## src/rtl/hit_pkg.sv

```systemverilog
// Shared definitions for the hit serial receiver and the downstream decoder:
// FSM state encoding, error codes and default field widths.
package hit_pkg;

  localparam int HIT_ADDR_W = 2;
  localparam int HIT_DATA_W = 16;

  typedef enum logic [1:0] {
    IDLE     = 2'd0,
    SHIFT    = 2'd1,
    DONE     = 2'd2,
    WAIT_END = 2'd3
  } state_e;

  localparam logic [1:0] ERR_NONE    = 2'd0;
  localparam logic [1:0] ERR_SHORT   = 2'd1;
  localparam logic [1:0] ERR_TIMEOUT = 2'd2;
  localparam logic [1:0] ERR_OVERRUN = 2'd3;

endpackage

```

## src/rtl/hit_serial_rx_if.sv

```systemverilog
// Serial command input and decoded word / error outputs of hit_serial_rx.
// The slave modport is the receiver; master is the stream source and word consumer.
interface hit_serial_rx_if
  import hit_pkg::*;
#(
  parameter int ADDR_W = HIT_ADDR_W,
  parameter int DATA_W = HIT_DATA_W
) ();

  // Handshake: ser_din is taken on any cycle with ser_bit_vld high while ser_en
  // frames the command; valid is a one-cycle pulse with no ready, so the consumer
  // must take address/data in that cycle.
  logic              ser_en;
  logic              ser_bit_vld;
  logic              ser_din;
  logic              valid;
  logic [ADDR_W-1:0] address;
  logic [DATA_W-1:0] data;
  logic              busy;
  logic              frame_err;
  logic [1:0]        err_code;
  state_e            state_dbg;

  modport slave (
    input  ser_en, ser_bit_vld, ser_din,
    output valid, address, data, busy, frame_err, err_code, state_dbg
  );

  modport master (
    output ser_en, ser_bit_vld, ser_din,
    input  valid, address, data, busy, frame_err, err_code, state_dbg
  );

endinterface

```

## src/rtl/hit_rx_timeout.sv

```systemverilog
// Inter-strobe watchdog: counts idle cycles, cleared by clr, flags expiry
// once the count reaches TIMEOUT_CYC-1.
module hit_rx_timeout #(
  parameter int TIMEOUT_CYC = 1024
) (
  input  logic clk,
  input  logic rst_n,
  input  logic clr,
  input  logic inc,
  output logic expired
);

  localparam int CW = (TIMEOUT_CYC > 2) ? $clog2(TIMEOUT_CYC) : 1;

  logic [CW-1:0] cnt_q, cnt_d;

  assign expired = (cnt_q == CW'(TIMEOUT_CYC - 1));

  always_comb begin
    cnt_d = cnt_q;
    if (clr) begin
      cnt_d = '0;
    end else if (inc && !expired) begin
      cnt_d = cnt_q + 1'b1;
    end
  end

  always_ff @(posedge clk or negedge rst_n) begin
    if (!rst_n) cnt_q <= '0;
    else        cnt_q <= cnt_d;
  end

endmodule

```

## src/rtl/hit_serial_rx.sv

```systemverilog
// Deserializes framed, bit-strobed commands into {address, data} with error reporting.
// Optional trailing even-parity bit enabled by defining HIT_RX_PARITY_EN.
module hit_serial_rx
  import hit_pkg::*;
#(
  parameter int ADDR_W      = HIT_ADDR_W,
  parameter int DATA_W      = HIT_DATA_W,
  parameter int TIMEOUT_CYC = 1024
) (
  input  logic            clk,
  input  logic            rst_n,
  hit_serial_rx_if.slave  bus
);

  localparam int F = ADDR_W + DATA_W;
`ifdef HIT_RX_PARITY_EN
  localparam int F_TOT = F + 1;
`else
  localparam int F_TOT = F;
`endif
  localparam int BCW = $clog2(F_TOT + 1);

  state_e            state_q, state_d;
  logic [BCW-1:0]    bit_cnt_q, bit_cnt_d;
  logic [F_TOT-1:0]  shift_q, shift_d;
  logic              valid_q, valid_d;
  logic [ADDR_W-1:0] addr_q, addr_d;
  logic [DATA_W-1:0] data_q, data_d;
  logic              ferr_q, ferr_d;
  logic [1:0]        ecode_q, ecode_d;

  logic              tmo_clr, tmo_inc, tmo_expired;
  logic [F_TOT-1:0]  shift_nxt;
  logic [BCW-1:0]    bit_nxt;
  logic [F-1:0]      payload;
  logic              frame_ok;

  hit_rx_timeout #(.TIMEOUT_CYC(TIMEOUT_CYC)) u_timeout (
    .clk     (clk),
    .rst_n   (rst_n),
    .clr     (tmo_clr),
    .inc     (tmo_inc),
    .expired (tmo_expired)
  );

  assign shift_nxt = {shift_q[F_TOT-2:0], bus.ser_din};
  assign bit_nxt   = bit_cnt_q + 1'b1;

`ifdef HIT_RX_PARITY_EN
  // Even parity: data bits plus parity bit must XOR to zero.
  assign frame_ok = ~^shift_nxt;
  assign payload  = shift_nxt[F_TOT-1:1];
`else
  assign frame_ok = 1'b1;
  assign payload  = shift_nxt;
`endif

  always_comb begin
    state_d   = state_q;
    bit_cnt_d = bit_cnt_q;
    shift_d   = shift_q;
    valid_d   = 1'b0;
    addr_d    = addr_q;
    data_d    = data_q;
    ferr_d    = 1'b0;
    ecode_d   = ecode_q;
    tmo_clr   = 1'b1;
    tmo_inc   = 1'b0;

    case (state_q)
      IDLE: begin
        if (bus.ser_en) begin
          state_d   = SHIFT;
          bit_cnt_d = '0;
          shift_d   = '0;
          if (bus.ser_bit_vld) begin
            shift_d   = {{(F_TOT-1){1'b0}}, bus.ser_din};
            bit_cnt_d = BCW'(1);
          end
        end
      end

      SHIFT: begin
        tmo_clr = bus.ser_bit_vld;
        tmo_inc = !bus.ser_bit_vld;
        // The last bit completes the frame even if ser_en drops in the same cycle.
        if (bus.ser_bit_vld && (bit_nxt == BCW'(F_TOT))) begin
          shift_d   = shift_nxt;
          bit_cnt_d = bit_nxt;
          if (frame_ok) begin
            valid_d = 1'b1;
            addr_d  = payload[F-1 -: ADDR_W];
            data_d  = payload[DATA_W-1:0];
            state_d = DONE;
          end else begin
            ferr_d  = 1'b1;
            ecode_d = ERR_OVERRUN;
            state_d = bus.ser_en ? WAIT_END : IDLE;
          end
        end else if (!bus.ser_en) begin
          ferr_d  = 1'b1;
          ecode_d = ERR_SHORT;
          state_d = IDLE;
        end else if (bus.ser_bit_vld) begin
          shift_d   = shift_nxt;
          bit_cnt_d = bit_nxt;
        end else if (tmo_expired) begin
          ferr_d  = 1'b1;
          ecode_d = ERR_TIMEOUT;
          state_d = WAIT_END;
        end
      end

      DONE: begin
        state_d = bus.ser_en ? WAIT_END : IDLE;
      end

      WAIT_END: begin
        if (bus.ser_bit_vld) begin
          ferr_d  = 1'b1;
          ecode_d = ERR_OVERRUN;
        end
        if (!bus.ser_en) state_d = IDLE;
      end

      default: state_d = IDLE;
    endcase
  end

  always_ff @(posedge clk or negedge rst_n) begin
    if (!rst_n) begin
      state_q   <= IDLE;
      bit_cnt_q <= '0;
      shift_q   <= '0;
      valid_q   <= 1'b0;
      addr_q    <= '0;
      data_q    <= '0;
      ferr_q    <= 1'b0;
      ecode_q   <= ERR_NONE;
    end else begin
      state_q   <= state_d;
      bit_cnt_q <= bit_cnt_d;
      shift_q   <= shift_d;
      valid_q   <= valid_d;
      addr_q    <= addr_d;
      data_q    <= data_d;
      ferr_q    <= ferr_d;
      ecode_q   <= ecode_d;
    end
  end

  assign bus.valid     = valid_q;
  assign bus.address   = addr_q;
  assign bus.data      = data_q;
  assign bus.busy      = (state_q != IDLE);
  assign bus.frame_err = ferr_q;
  assign bus.err_code  = ecode_q;
  assign bus.state_dbg = state_q;

endmodule

```

## src/flat_wrapper.sv

```systemverilog
// flat-port wrapper written by rule: the top's interface ports become plain ports
module hit_serial_rx_flat import hit_pkg::*;
#(
  parameter int ADDR_W      = HIT_ADDR_W,
  parameter int DATA_W      = HIT_DATA_W,
  parameter int TIMEOUT_CYC = 1024
)
  (clk, rst_n, bus_ser_en, bus_ser_bit_vld, bus_ser_din, bus_valid, bus_address, bus_data, bus_busy, bus_frame_err, bus_err_code, bus_state_dbg);
  hit_serial_rx_if #(.ADDR_W(ADDR_W), .DATA_W(DATA_W)) bus_i ();
  input  logic clk;
  input  logic rst_n;
  input wire logic [$bits(bus_i.ser_en)-1:0] bus_ser_en;
  input wire logic [$bits(bus_i.ser_bit_vld)-1:0] bus_ser_bit_vld;
  input wire logic [$bits(bus_i.ser_din)-1:0] bus_ser_din;
  output wire logic [$bits(bus_i.valid)-1:0] bus_valid;
  output wire logic [$bits(bus_i.address)-1:0] bus_address;
  output wire logic [$bits(bus_i.data)-1:0] bus_data;
  output wire logic [$bits(bus_i.busy)-1:0] bus_busy;
  output wire logic [$bits(bus_i.frame_err)-1:0] bus_frame_err;
  output wire logic [$bits(bus_i.err_code)-1:0] bus_err_code;
  output wire logic [$bits(bus_i.state_dbg)-1:0] bus_state_dbg;
  assign bus_i.ser_en = bus_ser_en;
  assign bus_i.ser_bit_vld = bus_ser_bit_vld;
  assign bus_i.ser_din = bus_ser_din;
  assign bus_valid = bus_i.valid;
  assign bus_address = bus_i.address;
  assign bus_data = bus_i.data;
  assign bus_busy = bus_i.busy;
  assign bus_frame_err = bus_i.frame_err;
  assign bus_err_code = bus_i.err_code;
  assign bus_state_dbg = bus_i.state_dbg;
  hit_serial_rx #(.ADDR_W(ADDR_W), .DATA_W(DATA_W), .TIMEOUT_CYC(TIMEOUT_CYC)) u_core (.clk(clk), .rst_n(rst_n), .bus(bus_i));
endmodule
```

## config.mk

```make
export PLATFORM = sky130hd
export DESIGN_NAME = hit_serial_rx_flat
export DESIGN_NICKNAME = d
export VERILOG_FILES = /design/src/rtl/hit_pkg.sv /design/src/rtl/hit_serial_rx_if.sv /design/src/rtl/hit_rx_timeout.sv /design/src/rtl/hit_serial_rx.sv /design/src/flat_wrapper.sv
export SDC_FILE = /design/constraint.sdc
export NUM_CORES = 1
export LEC_CHECK = 0
export BUFFER_PORTS_ARGS = -buffer_cell sky130_fd_sc_hd__buf_2
export CAP_MARGIN = 10
export CORE_MARGIN = 2
export CORE_UTILIZATION = 62
export DETAILED_ROUTE_END_ITERATION = 16
export HOLD_SLACK_MARGIN = 0.06
export PLACE_DENSITY = 0.84
export SETUP_SLACK_MARGIN = 0.5
export SLEW_MARGIN = 30
export SYNTH_ARGS = -nofsm -noshare
export SYNTH_HDL_FRONTEND = slang
export SYNTH_HIERARCHICAL = 1
export SYNTH_SLANG_ARGS = --single-unit
```

## constraint.sdc

```tcl
create_clock -name clk -period 3.1 [get_ports clk]
set_input_delay 0.62 -clock clk [delete_from_list [all_inputs] [get_ports clk]]
set_output_delay 0.62 -clock clk [all_outputs]
set_load 0.03 [all_outputs]
```

==> After elaboration in Yosys (flattened, before gate mapping) <==
Index checks and enable logic that the tools add are counted.
{ "totals": {"register_bits": 56, "latch_bits": 0, "mem_bits_rw": 0, "mem_bits_ro": 0, "wordCells": 77, "mem_count": 0} }
{ "op_classes": {"n_addsub": 2, "multipliers": 0, "n_div": 0, "magnitude_cmp": 0, "eq_ne": 15, "shifts": 0, "muxes": 38, "n_bitwise": 0, "n_reduce_logical": 13} }
{ "ops": {"columns": ["cell", "n"], "rows": [
  ["2-to-1 mux 17 bit", 4],
  ["case mux 17 bit (2 select lines)", 1],
  ["2-to-1 mux 2 bit", 12],
  ["2-to-1 mux 10 bit", 2],
  ["2-to-1 mux 5 bit", 4],
  ["2-to-1 mux 1 bit", 11],
  ["adder 10 x 1 -> 10 bit (second input constant)", 1],
  ["== test 10 bit (second input constant)", 1],
  ["case mux 5 bit (2 select lines)", 1],
  ["inequality test 2 bit (second input constant)", 4],
  ["inequality test 4 x 3 -> 1 bit (second input constant)", 2],
  ["case mux 2 bit (4 select lines)", 1],
  ["AND reduction 4 bit", 2],
  ["nonzero test 2 bit", 4],
  ["inequality test 3 x 2 -> 1 bit (second input constant)", 2],
  ["inequality test 3 bit (second input constant)", 2],
  ["adder 5 x 1 -> 5 bit (second input constant)", 1],
  ["== test 5 bit (second input constant)", 1],
  ["AND reduction 5 bit", 1],
  ["== test 2 bit (second input constant)", 2],
  ["case mux 2 bit (2 select lines)", 1],
  ["== test 2 x 1 -> 1 bit (second input constant)", 1],
  ["logical AND 1 bit", 2],
  ["logical NOT 1 bit", 2],
  ["3 further kinds", 3]
]} }

==> Longest topological paths before layout <==
{ "depth": {"ltp_word": 6, "ltp_mapped": 8} }

==> Hierarchy <==
The synthesis kept the hierarchy.
{ "modules_own_cells": {"columns": ["module", "n_inst", "cells_each", "area_per_inst_um2", "seq_area_each_um2"], "rows": [
  ["hit_serial_rx", 1, 151, 2082.0, 1151.1],
  ["hit_rx_timeout", 1, 56, 565.5, 250.2]
]} }

==> Worst setup path before layout <==
OpenSTA, ideal clock, no wires.
{ "synth_timing": {"path_type": "register -> register", "startpoint": "register u_core.state_q[0], in the netlist u_core/bus.state_dbg[0]", "endpoint": "register u_core.u_timeout.cnt_q[5]", "arrival_time_ns": 1.820, "required_ns": 3.023, "setup_slack_ns": 1.202, "stages_incl_launch_ff": 8, "n_path_buf": 1, "period_less_slack_ns": 1.898, "path_cell_list": "dfrtp_1 and2b_1 buf_4 nand2_1 inv_1 o31ai_4 or4_1 a21oi_1"} }
{ "synth_between": {"word_cells_on_any_way": 6, "cone_classes": "eq/ne (1); mux (3); reduce/logical (2)"} }
{ "synth_lines": {"columns": ["item", "line_no", "source"], "rows": [
  ["start: declaration", "hit_serial_rx.sv:23", "state_e state_q, state_d;"],
  ["start signal: assignment", "hit_serial_rx.sv:141", "state_q <= state_d;"],
  ["== test 2 x 1 -> 1 bit (*)", "hit_serial_rx.sv:70", "case (state_q)"],
  ["2-to-1 mux 1 bit (*)", "hit_serial_rx.sv:70", null],
  ["via u_core.tmo_clr", "hit_serial_rx.sv:32", "logic tmo_clr, tmo_inc, tmo_expired;"],
  ["2-to-1 mux 10 bit or nonzero test 2 bit (tied branches)", null, null],
  ["end signal: assignment", "hit_rx_timeout.sv:30", "else cnt_q <= cnt_d;"],
  ["end: declaration", "hit_rx_timeout.sv:15", "logic [CW-1:0] cnt_q, cnt_d;"]
]} }
Mark *: on every way through the listed nets, which the timed path passes. The rest lies on a longest branch.
A chain may end at the register's enable or synchronous reset.

==> Worst setup path in the final report <==
{ "layout_timing": {"startpoint": "register u_core.state_q[1], in the netlist u_core/bus.state_dbg[1]", "endpoint": "register u_core.u_timeout.cnt_q[5]"} }
Same word-level chain as after synthesis.

==> summary by stage <==
Run status
The run finished with clean final reports.

Pwr
Summed over all cells, the static leakage comes to 1.47 nW. The power density normalized to cell area is 495 nW/um2. VDD sags by at most 376 uV.

Yosys
The post-synth design cell area is 2650 um2. The number of nets in the synthesized netlist is 215. The synthesized area per cell is 12.8 um2. The fraction of registers with async set/reset is 1.00. The total number of yosys warnings is 6.

The count of different cell masters after synthesis is 57. The main flop type after synthesis is sky130_fd_sc_hd__dfrtp_1. The number of enable-type register cells in the synthesized netlist is 0. Synthesis produced a netlist whose cell count is 207. The sequential element share of the synthesized area is 0.529.

The number of synthesized register bits is 56.

CTS
The CTS tree is done. The H-tree was split into 2 levels. After clock tree synthesis, the repair step resized 0 gates. The CTS root buffer is sky130_fd_sc_hd__clkbuf_8. Clock-pin slew was measured on the worst setup and hold paths at 0.11 ns. The insertion delay of the later-clocked pin in the worst-skew pair is 0.32 ns. The maximum buffer depth of the clock tree is 2.

The number of hold buffers added after CTS is 0. After clock tree synthesis, the setup repair step added 0 buffers. Counting the buffers created by CTS gives 5. Clock tree synthesis found a total of 56 sinks.

Die
In this run the horizontal extent of the chip is 69.3 um. The floorplan die area is 4810 um2. The area of the core is 4060 um2. The die is 69.3 um tall. For this configuration, the core starts out at a cell density of 0.652. After floorplanning, the core was divided into 23 placement rows. In this run the count of I/O pins placed on the die edge is 30.

Global route
The largest net degree at the start of global routing is 33. The overall fraction of global-route tracks in use is 0.211. The first global-routing pass estimated 8010 um of wire. The via count of the first global-routing pass is 1,643.

The number of antenna violations at the first check in global routing is 0. Global routing finished with a remaining overflow of 0.

Final layout
The repair_antennas step left the layout with diodes totalling 0. The final-layout fill cell count is 273. The final layout contains 244 nets. In the final layout, the share of cells above drive strength 1 is 0.295. From synthesis to final layout, the design area changed by 9.50%. The count of cells in the finished layout, fillers not included, comes to 287.

STA
The worst slew slack as a fraction of its limit is 0.544. The minimum clock period is 2.28 ns. Summed over all failing endpoints, the final setup total negative slack is 0 ns.

For the final database, setup skew stands at 0.00832 ns. The final max-slew violation count is 0. The final period utilization is 0.735. Setup violations remaining at the end of the flow were counted as 0. Setup repair after global routing left no endpoint under its margin. For the pin with the worst max-slew slack, the measured transition is 0.684 ns. Timing would allow up to 439 MHz. The final hold violation count was 0.

Setup path
The worst register-to-register path has a depth of 6. The critical path start-end classification is flop to flop. The critical path goes through and2b_1, nand2_1, inv_1, o31ai_4, or4_1, a21oi_1. Along the worst path, the maximum fanout reaches 12. The startpoint type of the worst setup path is a flop.

The worst setup path is captured at a flop. For this run, the slowest stage of the critical path takes 0.48 ns. The setup slack of the worst register-to-register path is 0.82 ns. For the worst setup path, the data arrival time is 2.51 ns. The worst path required time is 3.34 ns. The end of the worst register-to-register path is u_core/u_timeout/cnt_q[5]. The worst register-to-register path begins at u_core/bus.state_dbg[1].

The cell with the largest stage delay on the worst path is sky130_fd_sc_hd__dfrtp_1.

Placed design
The instance count after placement with tap cells included is 279. At the end of routability-driven placement, the weighted congestion stood at 0.838. Once detailed placement completed, the half-perimeter wirelength came to 3110 um.

The quantity of I/O buffers inserted on ports is 29.

Drt
The number of DRC violations after detailed-routing iteration 0 is 98. For this run, the detailed router's first-pass iteration total came to 5. For this block, the routed nets add up to 4650 um of wire. The antenna violation net count after detailed routing is 0. The routed wire length per instance is 16.2 um.

Using the TritonRoute via totals, the vias-per-cell ratio works out to 6.06. The remaining design rule violation count is 0. The number of vias after detailed routing is 1,739.

Hold path
The tightest min-delay check is of the input pin to asynchronous set/reset pin type.

Run
The total of max-cap violations is 0.
==> kinds of logic after synthesis <==
family                     Yosys count  share of synthesized area
and+or+nand+nor                     54                      0.125
buffers and inverters               16                     0.0369
AOI/OAI and AO/OA                   50                      0.158
DFF                                 56                      0.529
xor gates and xnor gates             8                     0.0293
muxes                               20                      0.107
adders and majority gates            3                     0.0142
==> registers in the layout, indices dropped and copies added, names as in the netlist <==
name and count:
u_core/bus.err_code 2, u_core/bit_cnt_q 5, u_core/shift_q 17, u_core/bus.frame_err 1
u_core/bus.address 2, u_core/bus.state_dbg 2, u_core/bus.valid 1, u_core/u_timeout/cnt_q 10
u_core/bus.data 16
==> stage by stage <==
step                      instance area [um2]  setup slack, ns  power [mW]  utilization  hold WS, ns
final                                    2900            0.822        1.43        0.714        0.332
after global routing                     2900            0.668        1.50        0.714        0.388
after CTS                                2900            0.844        1.45        0.714        0.353
after detailed placement                 2800            0.889        1.03        0.691        0.489
after floorplan                          2650             1.20       0.974            -        0.324
after global placement                   2800            0.938        1.03        0.691        0.489
==> worst max path at each step <==
stage,from,to,slack [ns],depth (start not counted)
global placement,bus_ser_bit_vld,u_core/u_timeout/cnt_q[5],0.94,7
floorplan,u_core/bus.state_dbg[0],u_core/u_timeout/cnt_q[5],1.20,7
detailed placement,bus_ser_bit_vld,u_core/u_timeout/cnt_q[5],0.89,7
global route,u_core/bus.state_dbg[1],u_core/u_timeout/cnt_q[5],0.67,6
CTS,u_core/bus.state_dbg[1],u_core/u_timeout/cnt_q[5],0.84,6
finish,u_core/bus.state_dbg[1],u_core/u_timeout/cnt_q[5],0.82,6
==> synthesized netlist by cell type (3+ instances only) <==
cell	n	area share
sky130_fd_sc_hd__buf_4	3	0.0085
sky130_fd_sc_hd__mux2_4	16	0.091
sky130_fd_sc_hd__buf_6	3	0.013
sky130_fd_sc_hd__a21oi_1	7	0.013
sky130_fd_sc_hd__xnor2_1	3	0.0099
sky130_fd_sc_hd__ha_1	3	0.014
sky130_fd_sc_hd__a22o_1	17	0.056
sky130_fd_sc_hd__and2_1	3	0.0071
sky130_fd_sc_hd__buf_2	3	0.0057
sky130_fd_sc_hd__inv_1	6	0.0085
sky130_fd_sc_hd__nor2_1	7	0.0099
sky130_fd_sc_hd__dfrtp_1	56	0.53
sky130_fd_sc_hd__nand4_1	5	0.012
sky130_fd_sc_hd__xor2_1	4	0.013
sky130_fd_sc_hd__nand3_1	5	0.0095
sky130_fd_sc_hd__nand2_1	9	0.013
sky130_fd_sc_hd__o21ai_0	7	0.013
==> critical path, delay by kind of cell (launching register included) <==
kind / cells / cell delay, ns
buffers and inverters: 1 / 0.26
AO/OA/AOI/OAI: 2 / 0.31
AND/OR/NAND/NOR: 3 / 1.15
flip-flops: 1 / 0.48
==> cell type report <==
cell class | instances | area, um2 | area share
multi-input cells | 135 | 1150 | 0.396
repair buffers | 32 | 168 | 0.0578
clock buffers | 5 | 68.8 | 0.0237
inverters | 6 | 22.5 | 0.00777
flip-flops and latches | 56 | 1400 | 0.483
well taps | 50 | 62.6 | 0.0216
clock inverters | 3 | 27.5 | 0.00950
==> metal layers <==
layer	part of all wire	wire [um]	vias up	GRT usage
li1	-	-	823	-
met1	0.49	2280	856	0.313
met2	0.45	2100	49	0.303
met3	0.043	201	11	0.0494
met4	0.017	81	0	0.0784
met5	0	0	-	0
==> where the power goes <==
part	leakage, nW	switching [mW]	internal, mW
clock network	0.0463	0.248	0.166
logic	0.655	0.131	0.0839
registers	0.768	0.0393	0.765
total	1.47	0.419	1.02
==> placed cells by master, fill, tap and decap left out, types with 3 or more instances in the layout <==
cell type                  netlist  layout
sky130_fd_sc_hd__mux2_4         16      16
sky130_fd_sc_hd__a21oi_1         7       7
sky130_fd_sc_hd__xor2_1          4       4
sky130_fd_sc_hd__nor2_1          7       7
sky130_fd_sc_hd__nand4_1         5       5
sky130_fd_sc_hd__a22o_1         17      17
sky130_fd_sc_hd__xnor2_1         3       3
sky130_fd_sc_hd__dfrtp_1        56      56
sky130_fd_sc_hd__buf_2           3      29
sky130_fd_sc_hd__buf_4           3       3
sky130_fd_sc_hd__and2_1          3       3
sky130_fd_sc_hd__nand3_1         5       5
sky130_fd_sc_hd__o21ai_0         7       7
sky130_fd_sc_hd__nand2_1         9       9
sky130_fd_sc_hd__inv_1           6       6
sky130_fd_sc_hd__clkbuf_8        0       5
sky130_fd_sc_hd__ha_1            3       3
Power figures use the tool's default switching activity.
